File: src/rtl/game_overlay_renderer.sv
// Final video compositor: wall blend, collision highlight, depth bar and game-over flash
// over the annotated camera stream, plus a per-frame collision pixel count.
module game_overlay_renderer #(
    parameter int unsigned SCREEN_WIDTH    = 1280,
    parameter int unsigned SCREEN_HEIGHT   = 720,
    parameter logic [15:0] WALL_COLOR      = 16'h07E0,
    parameter logic [15:0] COLLISION_COLOR = 16'hF800,
    parameter logic [15:0] BAR_COLOR       = 16'h001F,
    parameter int unsigned BAR_HEIGHT      = 16,
    parameter int unsigned BAR_SCALE       = 8,
    parameter int unsigned FLASH_FRAMES    = 15
) (
    input  logic        clk_in,
    input  logic        rst_in,
    input  logic [10:0] hcount_in,
    input  logic [9:0]  vcount_in,
    input  logic [15:0] pixel_in,
    input  logic        data_valid_in,
    input  logic        is_wall_in,
    input  logic        is_person_in,
    input  logic        is_collision_in,
    input  logic [7:0]  wall_depth_in,
    input  logic [7:0]  player_depth_in,
    input  logic [2:0]  game_state_in,
    output logic [10:0] hcount_out,
    output logic [9:0]  vcount_out,
    output logic [15:0] pixel_out,
    output logic        data_valid_out,
    output logic [19:0] collision_count_out,
    output logic        frame_done_out,
    output logic        flash_active_out
);

    localparam int unsigned HC_W   = 11;
    localparam int unsigned VC_W   = 10;
    localparam int unsigned PIX_W  = 16;
    localparam int unsigned PROD_W = 16;
    localparam int unsigned CNT_W  = 20;
    localparam int unsigned FCNT_W = (FLASH_FRAMES > 1) ? $clog2(FLASH_FRAMES) : 1;
    localparam logic [CNT_W-1:0] CNT_MAX = '1;

    typedef enum logic [1:0] {
        ST_PLAYING  = 2'd0,
        ST_OVER_ON  = 2'd1,
        ST_OVER_OFF = 2'd2
    } flash_state_t;

    flash_state_t      state_q, state_d;
    logic [FCNT_W-1:0] fcnt_q, fcnt_d;
    logic [CNT_W-1:0]  run_q, run_inc;

    logic              frame_end;
    logic              in_bar;
    logic [PROD_W-1:0] hc_ext, player_px, wall_px;

    logic [HC_W-1:0]   s1_hc;
    logic [VC_W-1:0]   s1_vc;
    logic [PIX_W-1:0]  s1_pix;
    logic              s1_valid, s1_bar_player, s1_bar_wall, s1_coll, s1_wall, s1_invert;

    logic [4:0]        blend_r, blend_b;
    logic [5:0]        blend_g;
    logic [PIX_W-1:0]  composite;

    // Person flag is carried for upstream symmetry; it does not affect compositing.
    logic              person_unused;
    assign person_unused = is_person_in;

    assign frame_end = data_valid_in
                    && (hcount_in == HC_W'(SCREEN_WIDTH - 1))
                    && (vcount_in == VC_W'(SCREEN_HEIGHT - 1));

    assign in_bar    = vcount_in < VC_W'(BAR_HEIGHT);
    assign hc_ext    = PROD_W'(hcount_in);
    assign player_px = PROD_W'(player_depth_in) * PROD_W'(BAR_SCALE);
    assign wall_px   = PROD_W'(wall_depth_in) * PROD_W'(BAR_SCALE);

    // Saturating running collision count including the current pixel.
    assign run_inc = (data_valid_in && is_collision_in && (run_q != CNT_MAX))
                   ? run_q + CNT_W'(1) : run_q;

    // Stage 1: register the pixel with its pre-decoded overlay decisions.
    // The invert flag is captured here so a frame-end state change never affects
    // pixels that entered before it.
    always_ff @(posedge clk_in) begin
        if (!rst_in) begin
            s1_hc         <= '0;
            s1_vc         <= '0;
            s1_pix        <= '0;
            s1_valid      <= 1'b0;
            s1_bar_player <= 1'b0;
            s1_bar_wall   <= 1'b0;
            s1_coll       <= 1'b0;
            s1_wall       <= 1'b0;
            s1_invert     <= 1'b0;
        end else begin
            s1_hc         <= hcount_in;
            s1_vc         <= vcount_in;
            s1_pix        <= pixel_in;
            s1_valid      <= data_valid_in;
            s1_bar_player <= in_bar && (hc_ext == player_px);
            s1_bar_wall   <= in_bar && (hc_ext < wall_px);
            s1_coll       <= is_collision_in;
            s1_wall       <= is_wall_in;
            s1_invert     <= (state_q == ST_OVER_ON);
        end
    end

    // Halved channels cannot overflow when summed.
    assign blend_r = (s1_pix[15:11] >> 1) + (WALL_COLOR[15:11] >> 1);
    assign blend_g = (s1_pix[10:5]  >> 1) + (WALL_COLOR[10:5]  >> 1);
    assign blend_b = (s1_pix[4:0]   >> 1) + (WALL_COLOR[4:0]   >> 1);

    // Stage 2 priority resolution.
    always_comb begin
        composite = s1_pix;
        if (s1_bar_player) begin
            composite = 16'hFFFF;
        end else if (s1_bar_wall) begin
            composite = BAR_COLOR;
        end else if (s1_coll) begin
            composite = COLLISION_COLOR;
        end else if (s1_wall) begin
            composite = {blend_r, blend_g, blend_b};
        end
        if (s1_invert) begin
            composite = ~composite;
        end
        if (!s1_valid) begin
            composite = '0;
        end
    end

    always_ff @(posedge clk_in) begin
        if (!rst_in) begin
            hcount_out       <= '0;
            vcount_out       <= '0;
            pixel_out        <= '0;
            data_valid_out   <= 1'b0;
            flash_active_out <= 1'b0;
        end else begin
            hcount_out       <= s1_hc;
            vcount_out       <= s1_vc;
            pixel_out        <= composite;
            data_valid_out   <= s1_valid;
            flash_active_out <= (state_q == ST_OVER_ON);
        end
    end

    always_ff @(posedge clk_in) begin
        if (!rst_in) begin
            run_q               <= '0;
            collision_count_out <= '0;
            frame_done_out      <= 1'b0;
        end else if (frame_end) begin
            run_q               <= '0;
            collision_count_out <= run_inc;
            frame_done_out      <= 1'b1;
        end else begin
            run_q               <= run_inc;
            frame_done_out      <= 1'b0;
        end
    end

    // Flash FSM state register.
    always_ff @(posedge clk_in) begin
        if (!rst_in) begin
            state_q <= ST_PLAYING;
            fcnt_q  <= '0;
        end else begin
            state_q <= state_d;
            fcnt_q  <= fcnt_d;
        end
    end

    // Flash FSM next state; only frame-end cycles can move it.
    always_comb begin
        state_d = state_q;
        fcnt_d  = fcnt_q;
        if (frame_end) begin
            case (state_q)
                ST_PLAYING: begin
                    if (game_state_in == 3'd0) begin
                        state_d = ST_OVER_ON;
                        fcnt_d  = '0;
                    end
                end
                ST_OVER_ON, ST_OVER_OFF: begin
                    if (game_state_in != 3'd0) begin
                        state_d = ST_PLAYING;
                        fcnt_d  = '0;
                    end else if (fcnt_q == FCNT_W'(FLASH_FRAMES - 1)) begin
                        state_d = (state_q == ST_OVER_ON) ? ST_OVER_OFF : ST_OVER_ON;
                        fcnt_d  = '0;
                    end else begin
                        fcnt_d  = fcnt_q + FCNT_W'(1);
                    end
                end
                default: begin
                    state_d = ST_PLAYING;
                    fcnt_d  = '0;
                end
            endcase
        end
    end

endmodule

File: config.mk
export PLATFORM = sky130hd
export DESIGN_NAME = game_overlay_renderer
export DESIGN_NICKNAME = d
export VERILOG_FILES = /design/src/rtl/game_overlay_renderer.sv
export SDC_FILE = /design/constraint.sdc
export NUM_CORES = 1
export LEC_CHECK = 0
export CORE_ASPECT_RATIO = 1.5
export CORE_MARGIN = 10
export CORE_UTILIZATION = 55
export CTS_BUF_LIST = sky130_fd_sc_hd__clkbuf_4
export DETAILED_ROUTE_END_ITERATION = 6
export PLACE_DENSITY = 0.95
export SYNTH_ARGS = -nofsm -noshare
export SYNTH_HDL_FRONTEND = slang
export SYNTH_SLANG_ARGS = --single-unit
File: constraint.sdc
create_clock -name clk_in -period 4.2 [get_ports clk_in]
set_input_delay 0.63 -clock clk_in [delete_from_list [all_inputs] [get_ports clk_in]]
set_output_delay 0.63 -clock clk_in [all_outputs]
set_load 0.01 [all_outputs]
# Word level (Yosys, flattened, before mapping)
# Cells that the tools add are included.
# Widths: inputs -> output; s select.
dict set report word_totals {
  n_memories 0
  word_cells 64
  latch_bits 0
  ram_bits 0
  output_inout_bits 60
  ff_bits 128
  mem_bits_ro 0
}
dict set report op_classes {
  addsub 3
  n_lt_le_gt_ge 2
  n_eq_ne 9
  shift 0
  bitwise_logic 2
  n_reduce_logical 14
  mux 16
  mul 0
  div_mod_pow 0
}
# operator n
set ops {}
lappend ops {{$mux 16} 5}
lappend ops {{$add 20x1->20 const B} 1}
lappend ops {{$mux 20} 1}
lappend ops {{$ne 20x20->1 const B} 1}
lappend ops {{$not 16->16} 1}
lappend ops {{$mux 4} 3}
lappend ops {{$eq 11x11->1} 1}
lappend ops {{$eq 11x11->1 const B} 1}
lappend ops {{$lt 11x11->1} 1}
lappend ops {{$eq 10x10->1 const B} 1}
lappend ops {{$lt 10x5->1 const B} 1}
lappend ops {{$mux 2} 4}
lappend ops {{$pmux 4 s2} 1}
lappend ops {{$add 5x5->6 const B} 1}
lappend ops {{$logic_and 1x1->1} 6}
lappend ops {{$add 4x1->4 const B} 1}
lappend ops {{$eq 4x4->1 const B} 1}
lappend ops {{$pmux 2 s2} 1}
lappend ops {{$reduce_and 2->1} 2}
lappend ops {{$reduce_or 2->1} 2}
lappend ops {{$logic_not 3->1} 1}
lappend ops {{$ne 3x3->1 const B} 1}
lappend ops {{$reduce_and 3->1} 1}
lappend ops {{$reduce_bool 3->1} 1}
lappend ops {{other kinds (6)} 6}

# Depth between registers and ports, before layout
# Gate-level depths: netlist of the first run.
dict set report logic_depth {
  word_depth 7
  ltp_mapped 8
}

# Least setup slack after synthesis of the first run
# Ideal clock, no wire load.
dict set report synth_path {
  path_type {input to register}
  startpoint {input port vcount_in[8]}
  endpoint {register fcnt_q[3]}
  slack_ps 2144
  path_stages 5
  t_arrival_ps 1987
  path_buffers 0
  path_cell_list {or3_4 nor4_4 nand3_2 or4_1 a21oi_1}
}
dict set report synth_via {
  elab_chain_cells 3
}
# item line
set synth_lines {}
lappend synth_lines {{start, declared} 16} ;# input logic [9:0] vcount_in,
lappend synth_lines {{$eq 10x10->1} 71} ;# && (vcount_in == VC_W'(SCREEN_HEIGHT - 1));
lappend synth_lines {{$logic_and 1x1->1} 71}
lappend synth_lines {{$reduce_and 2->1 (no source line)} --}
lappend synth_lines {{end signal, assigned} 172} ;# fcnt_q <= fcnt_d;
lappend synth_lines {{end, declared} 49} ;# logic [FCNT_W-1:0] fcnt_q, fcnt_d;
# No other way between the ends.
# A chain may end at the register's enable or synchronous reset.

# Worst setup path in the final report of the first run
dict set report layout_path {
  startpoint {register flash_active_out}
  endpoint {output port flash_active_out}
}
# item line
set layout_lines {}
lappend layout_lines {{start, declared} 31} ;# output logic flash_active_out
lappend layout_lines {{start signal, assigned} 146} ;# flash_active_out <= (state_q == ST_OVER_ON);
# No word-level cell between the ends.

==> impl_metrics.yaml, run 1 <==
run_status:
  status: "finished clean"
synthesis:
  synth_cell_types: 53
  synth_area_um2: 5031
  synth_cells: 525
  synth-edff-count: 0
  synth_area_per_cell_um2: 9.583
  ys_seq_area_share_pct: 50.93
  synth-async-reset-ratio_pct: 0
  synth_fp_nets: 601
  synth_ff_type: "dfxtp_1"
  ys_warn_count: 0
  synth.ff_latch_count: 128
finish:
  diodes: 0
  finalNetCount: 719
  fin_cells: 766
  syn_to_final_growth_pct: 31.34
  layout_common_cells: "128 x dfxtp_1, 119 x clkdlybuf4s50_1, 65 x and2_1"
  layout-drive-gt1-share_pct: 7.470
  fillers: 594
  layout_commonest_cell: "dfxtp_1"
floorplanning:
  core_area_um2: 8881
  num_rows: 42
  initial_core_util_pct: 56.65
  fp.dieH_um: 137.1
  io_pins: 122
  dieArea_um2: 13450
  die_x_um: 98.09
global_route:
  antenna_found_initial: 0
  grt_overflow: 0
  grt_pass1_vias: 4267
  grt_max_degree: 47
  track_usage_pct: 18.85
  grt_pass1_wl_um: 20380
setup_path:
  worstPathMaxFanout: 18
  crit_family: "flip-flops"
  max_stage_delay_ns: 0.90
  critical_path_arrival_ns: 2.11
  cp.required_ns: 3.57
  slowest_stage: "dfxtp_1"
  path_cells: "clkdlybuf4s50_1"
  cp-end-kind: "primary output"
  critical_path_class: "register to primary output"
  path_buf_inv: 1
  startpoint_type: "register"
sta:
  setup_tns_ns: 0
  tightest_slew_ns: 0.8712
  skew_ns: 0.01194
  setup_slack_ns: 1.465
  slew_violations: 0
  relSlewSlack_pct: 41.84
  clock.fmax_mhz: 365.6
  finalHoldViolCount: 0
  rsz0062_at_grt: "false"
  fin_crit_sh_pct: 65.12
  setup-violations-final: 0
  fin_crit_ns: 2.735
clock_tree:
  cts_setup_buffers: 0
  postCtsHoldBufs: 0
  cts-resized-gates: 0
  cts_root_buf: "clkbuf_4"
  htreeDepth: 4
  cts_tree: "yes"
  path_clk_slew_ns: 0.11
  cts.sinks: 128
  cts_buffers: 17
  clock_path_buffers: 2
  clk_latency_ns: 0.51
worst_hold_path:
  hold_class: "register to register"
power_and_ir_drop:
  power_density_nw_per_um2: 362.6
  leakagePower_nw: 2.495
  max-vdd-ir-drop_mv: 0.2471
placement:
  post-dp-hpwl_um: 9685
  port_buffers: 120
  post-place-ws_ns: 1.323
  dp_cells: 734
  globalplace.congestion: 0.8706
drt:
  antenna_left: 0
  dr.pass1.iters: 5
  routedWlPerCell_um: 16.40
  drt-initial-drc-count: 175
  drc_errors: 0
  drt_wl_total_um: 12570
  vias_per_cell: 5.366
  num_vias: 4110
flow_run:
  cap_violations: 0
## cells in the mapped netlist (8+ instances only)
library cell | instances | area, µm²
a21oi_1 | 31 | 155.2
nor2_1 | 53 | 198.9
mux2i_1 | 8 | 80.08
nand3_1 | 12 | 60.06
ha_1 | 14 | 175.2
o21ai_1 | 14 | 70.07
dfxtp_1 | 128 | 2562
o21ai_0 | 20 | 100.1
buf_2 | 9 | 45.04
xnor2_1 | 27 | 236.5
clkbuf_1 | 14 | 52.55
xor2_1 | 12 | 105.1
inv_1 | 17 | 63.81
nand2_1 | 17 | 63.81
nand4_1 | 13 | 81.33
and2_1 | 65 | 406.6
## area by class of cell
| class | instances | area (µm²) | area share, % |
|---|---|---|---|
| sequential | 128 | 2562 | 38.78 |
| multi-input combinational | 355 | 2300 | 34.80 |
| timing repair buffer | 122 | 1211 | 18.33 |
| clock inverter | 14 | 190.2 | 2.878 |
| tap | 110 | 137.6 | 2.083 |
| clock buffer | 18 | 135.1 | 2.045 |
| inverter | 19 | 71.32 | 1.079 |
## routing by layer
layer / routed length (µm) / GRT usage, % / share of wire [%]
met5: 0 / 0 / 0
met2: 6859 / 35.55 / 55
met1: 4548 / 17.60 / 36
met3: 861 / 7.017 / 6.9
met4: 295 / 8.347 / 2.3
## power breakdown
part | internal, mW | switching (mW)
registers | 1.25 | 0.0164
logic | 0.119 | 0.0873
clock network | 0.478 | 0.449
## flip-flops by register name, summed over array words and instances, names as in the netlist, 2 cells and up
signal,count
fcnt_q,4
s1_hc,11
state_q,2
s1_pix,16
hcount_out,11
pixel_out,16
run_q,20
vcount_out,10
s1_vc,10
collision_count_out,20
## stage by stage
step	hold slack [ns]	cell area, µm²	total power, mW	util [%]
after floorplan	0.4119	5031	1.385	-
after global placement	0.4127	6282	1.485	70.74
after detailed placement	0.4214	6282	1.498	70.74
after CTS	0.4399	6608	2.412	74.40
after global routing	0.4480	6608	2.486	74.40
final	0.4341	6608	2.396	74.40
## worst paths after layout
kind | startpoint | to | slack [ns] | cells after the start
worst max-delay path | flash_active_out | flash_active_out | 1.46 | 1
worst min-delay path | s1_vc[9] | vcount_out[9] | 0.43 | 1
worst max register to register | s1_wall | pixel_out[9] | 2.15 | 5
worst min register to register | s1_vc[9] | vcount_out[9] | 0.43 | 1
## cell families after synthesis
group | after synthesis | synth area share, %
and+or+nand+nor | 201 | 23.00
DFF | 128 | 50.93
AOI/OAI and AO/OA | 92 | 10.62
buffers and inverters | 42 | 3.357
xor gates and xnor gates | 39 | 6.789
adders and majority gates | 14 | 3.482
muxes | 9 | 1.816
(Power assumes the default switching activity.)
==> run 2, diff against run 1 <==
CORE_UTILIZATION = 51   (was 55)
PLACE_DENSITY = 0.93   (was 0.95)
clock period = 2.6 ns   (was 4.2 ns; I/O delays follow)
==> run 2 against run 1 <==
First-iteration DRC count grew 30%. Via count grew 4.1%. Highest routed layer unchanged. Global-route usage shrank 0.40 points. Largest power group unchanged.
==> impl_metrics.yaml, run 2 (synthesis results as in run 1) <==
run_status:
  status: "finished clean"
global_route:
  busiest_layer: "met2"
  track_usage_pct: 18.44
  met2_usage_pct: 33.88
  met3_usage_pct: 5.980
  grt_pass1_wl_um: 20930
  grt_use_met1_pct: 17.07
  grt_max_degree: 86
  antenna_found_initial: 0
  grt_pass1_vias: 4457
  grt_overflow: 0
sta:
  relSlewSlack_pct: 56.04
  clock.fmax_mhz: 473.2
  tightest_slew_ns: 0.6594
  setup_tns_ns: 0
  fin_crit_sh_pct: 81.27
  setup_slack_ns: 0.4869
  setup-violations-final: 0
  skew_ns: 0.01555
  slew_violations: 0
  rsz0062_at_grt: "false"
  fin_crit_ns: 2.113
  finalHoldViolCount: 0
floorplanning:
  die_x_um: 101.1
  initial_core_util_pct: 51.92
  core_area_um2: 9689
  io_pins: 122
  num_rows: 44
  dieArea_um2: 14320
  fp.dieH_um: 141.6
power_and_ir_drop:
  switchingPower_mw: 0.9282
  p_int_mw: 2.991
  seq_power_share_pct: 52.0
  combPwrFrac_pct: 9.0
  power_density_nw_per_um2: 582.6
  swShare_pct: 23.68
  max-vdd-ir-drop_mv: 0.4786
  leakagePower_nw: 2.565
  power.share.clock_pct: 39.0
  p_total_mw: 3.920
placement:
  post_dp_cell_area_um2: 6394
  post-dp-hpwl_um: 9844
  globalplace.congestion: 0.9060
  port_buffers: 120
  dp_cells: 753
  post-place-ws_ns: 0.09747
setup_path:
  critical_path_arrival_ns: 1.72
  worstPathMaxFanout: 18
  startpoint_type: "register"
  cp-end-kind: "primary output"
  critical_path_class: "register to primary output"
  cp.required_ns: 2.21
  rrSetupSlack_ns: 0.68
finish:
  layout_commonest_cell: "dfxtp_1"
  syn_to_final_growth_pct: 33.72
  largestRegisters: "collision_count_out x20, run_q x20"
  layout_common_cells: "128 x dfxtp_1, 119 x clkdlybuf4s50_1, 65 x and2_1"
  layout-drive-gt1-share_pct: 9.403
  finalNetCount: 733
  fin_cells: 785
  diodes: 0
  design_area_um2: 6728
drt:
  dr.pass1.iters: 6
  drt-initial-drc-count: 228
  num_vias: 4279
  routedWlPerCell_um: 16.67
  antenna_left: 0
  drc_errors: 0
  drt_wl_total_um: 13080
  vias_per_cell: 5.451
clock_tree:
  cts_root_buf: "clkbuf_4"
  cts_setup_buffers: 0
  htreeDepth: 4
  postCtsHoldBufs: 0
  cts_tree: "yes"
  clock_path_buffers: 2
  cts_buffers: 17
  cts.sinks: 128
  path_clk_slew_ns: 0.11
  cts-resized-gates: 0
  clk_latency_ns: 0.53
worst_hold_path:
  hold_class: "input port to register"
flow_run:
  cap_violations: 0
run 2: cell types whose count changed in the layout (fill, tap and decap cells not counted), sizes merged:
cell	delta
buf	+14
clkbuf	-1
clkinv	-2
inv	+3
run 2: worst paths after layout:
path                    start                      end  cells past startpoint
max reg2reg          run_q[2]  collision_count_out[19]                      5
min reg2reg          s1_vc[7]            vcount_out[7]                      1
min                    rst_in                fcnt_q[0]                      3
max          flash_active_out         flash_active_out                      2
run 2: routing by layer:
layer	vias to the layer above	part of all wire (%)
li1	2053	-
met3	51	6.8
met5	-	0
met1	1998	35
met2	177	54
met4	0	4.4
run 2: layout make-up:
cell class	instances	area (µm²)
Sequential cell	128	2562
Tap cell	115	143.9
Timing Repair Buffer	136	1316
Clock buffer	17	127.6
Inverter	19	71.32
Clock inverter	15	206.4
Fill cell	675	2962
Multi-Input combinational cell	355	2300
run 2: stage by stage:
| step | hold WS, ns | utilization [%] |
|---|---|---|
| floorplan | 0.4119 | - |
| global placement | 0.4132 | 65.99 |
| detailed placement | 0.4185 | 65.99 |
| CTS | 0.2401 | 69.43 |
| global route | 0.2471 | 69.43 |
| finish | 0.2695 | 69.43 |
run 2: critical path, cell delays in order, from the launching register on:
cell and delay, ns:
dfxtp_1 0.32, buf_4 0.26, clkdlybuf4s50_1 0.61
run 2: power groups by stage:
stage / clock network, mW / logic, mW / registers [mW]
after floorplan: 0 / 0.151 / 2.09
after global placement: 0 / 0.337 / 2.08
after detailed placement: 0 / 0.352 / 2.08
after CTS: 1.56 / 0.356 / 2.04
after global routing: 1.65 / 0.387 / 2.04
final: 1.53 / 0.354 / 2.04
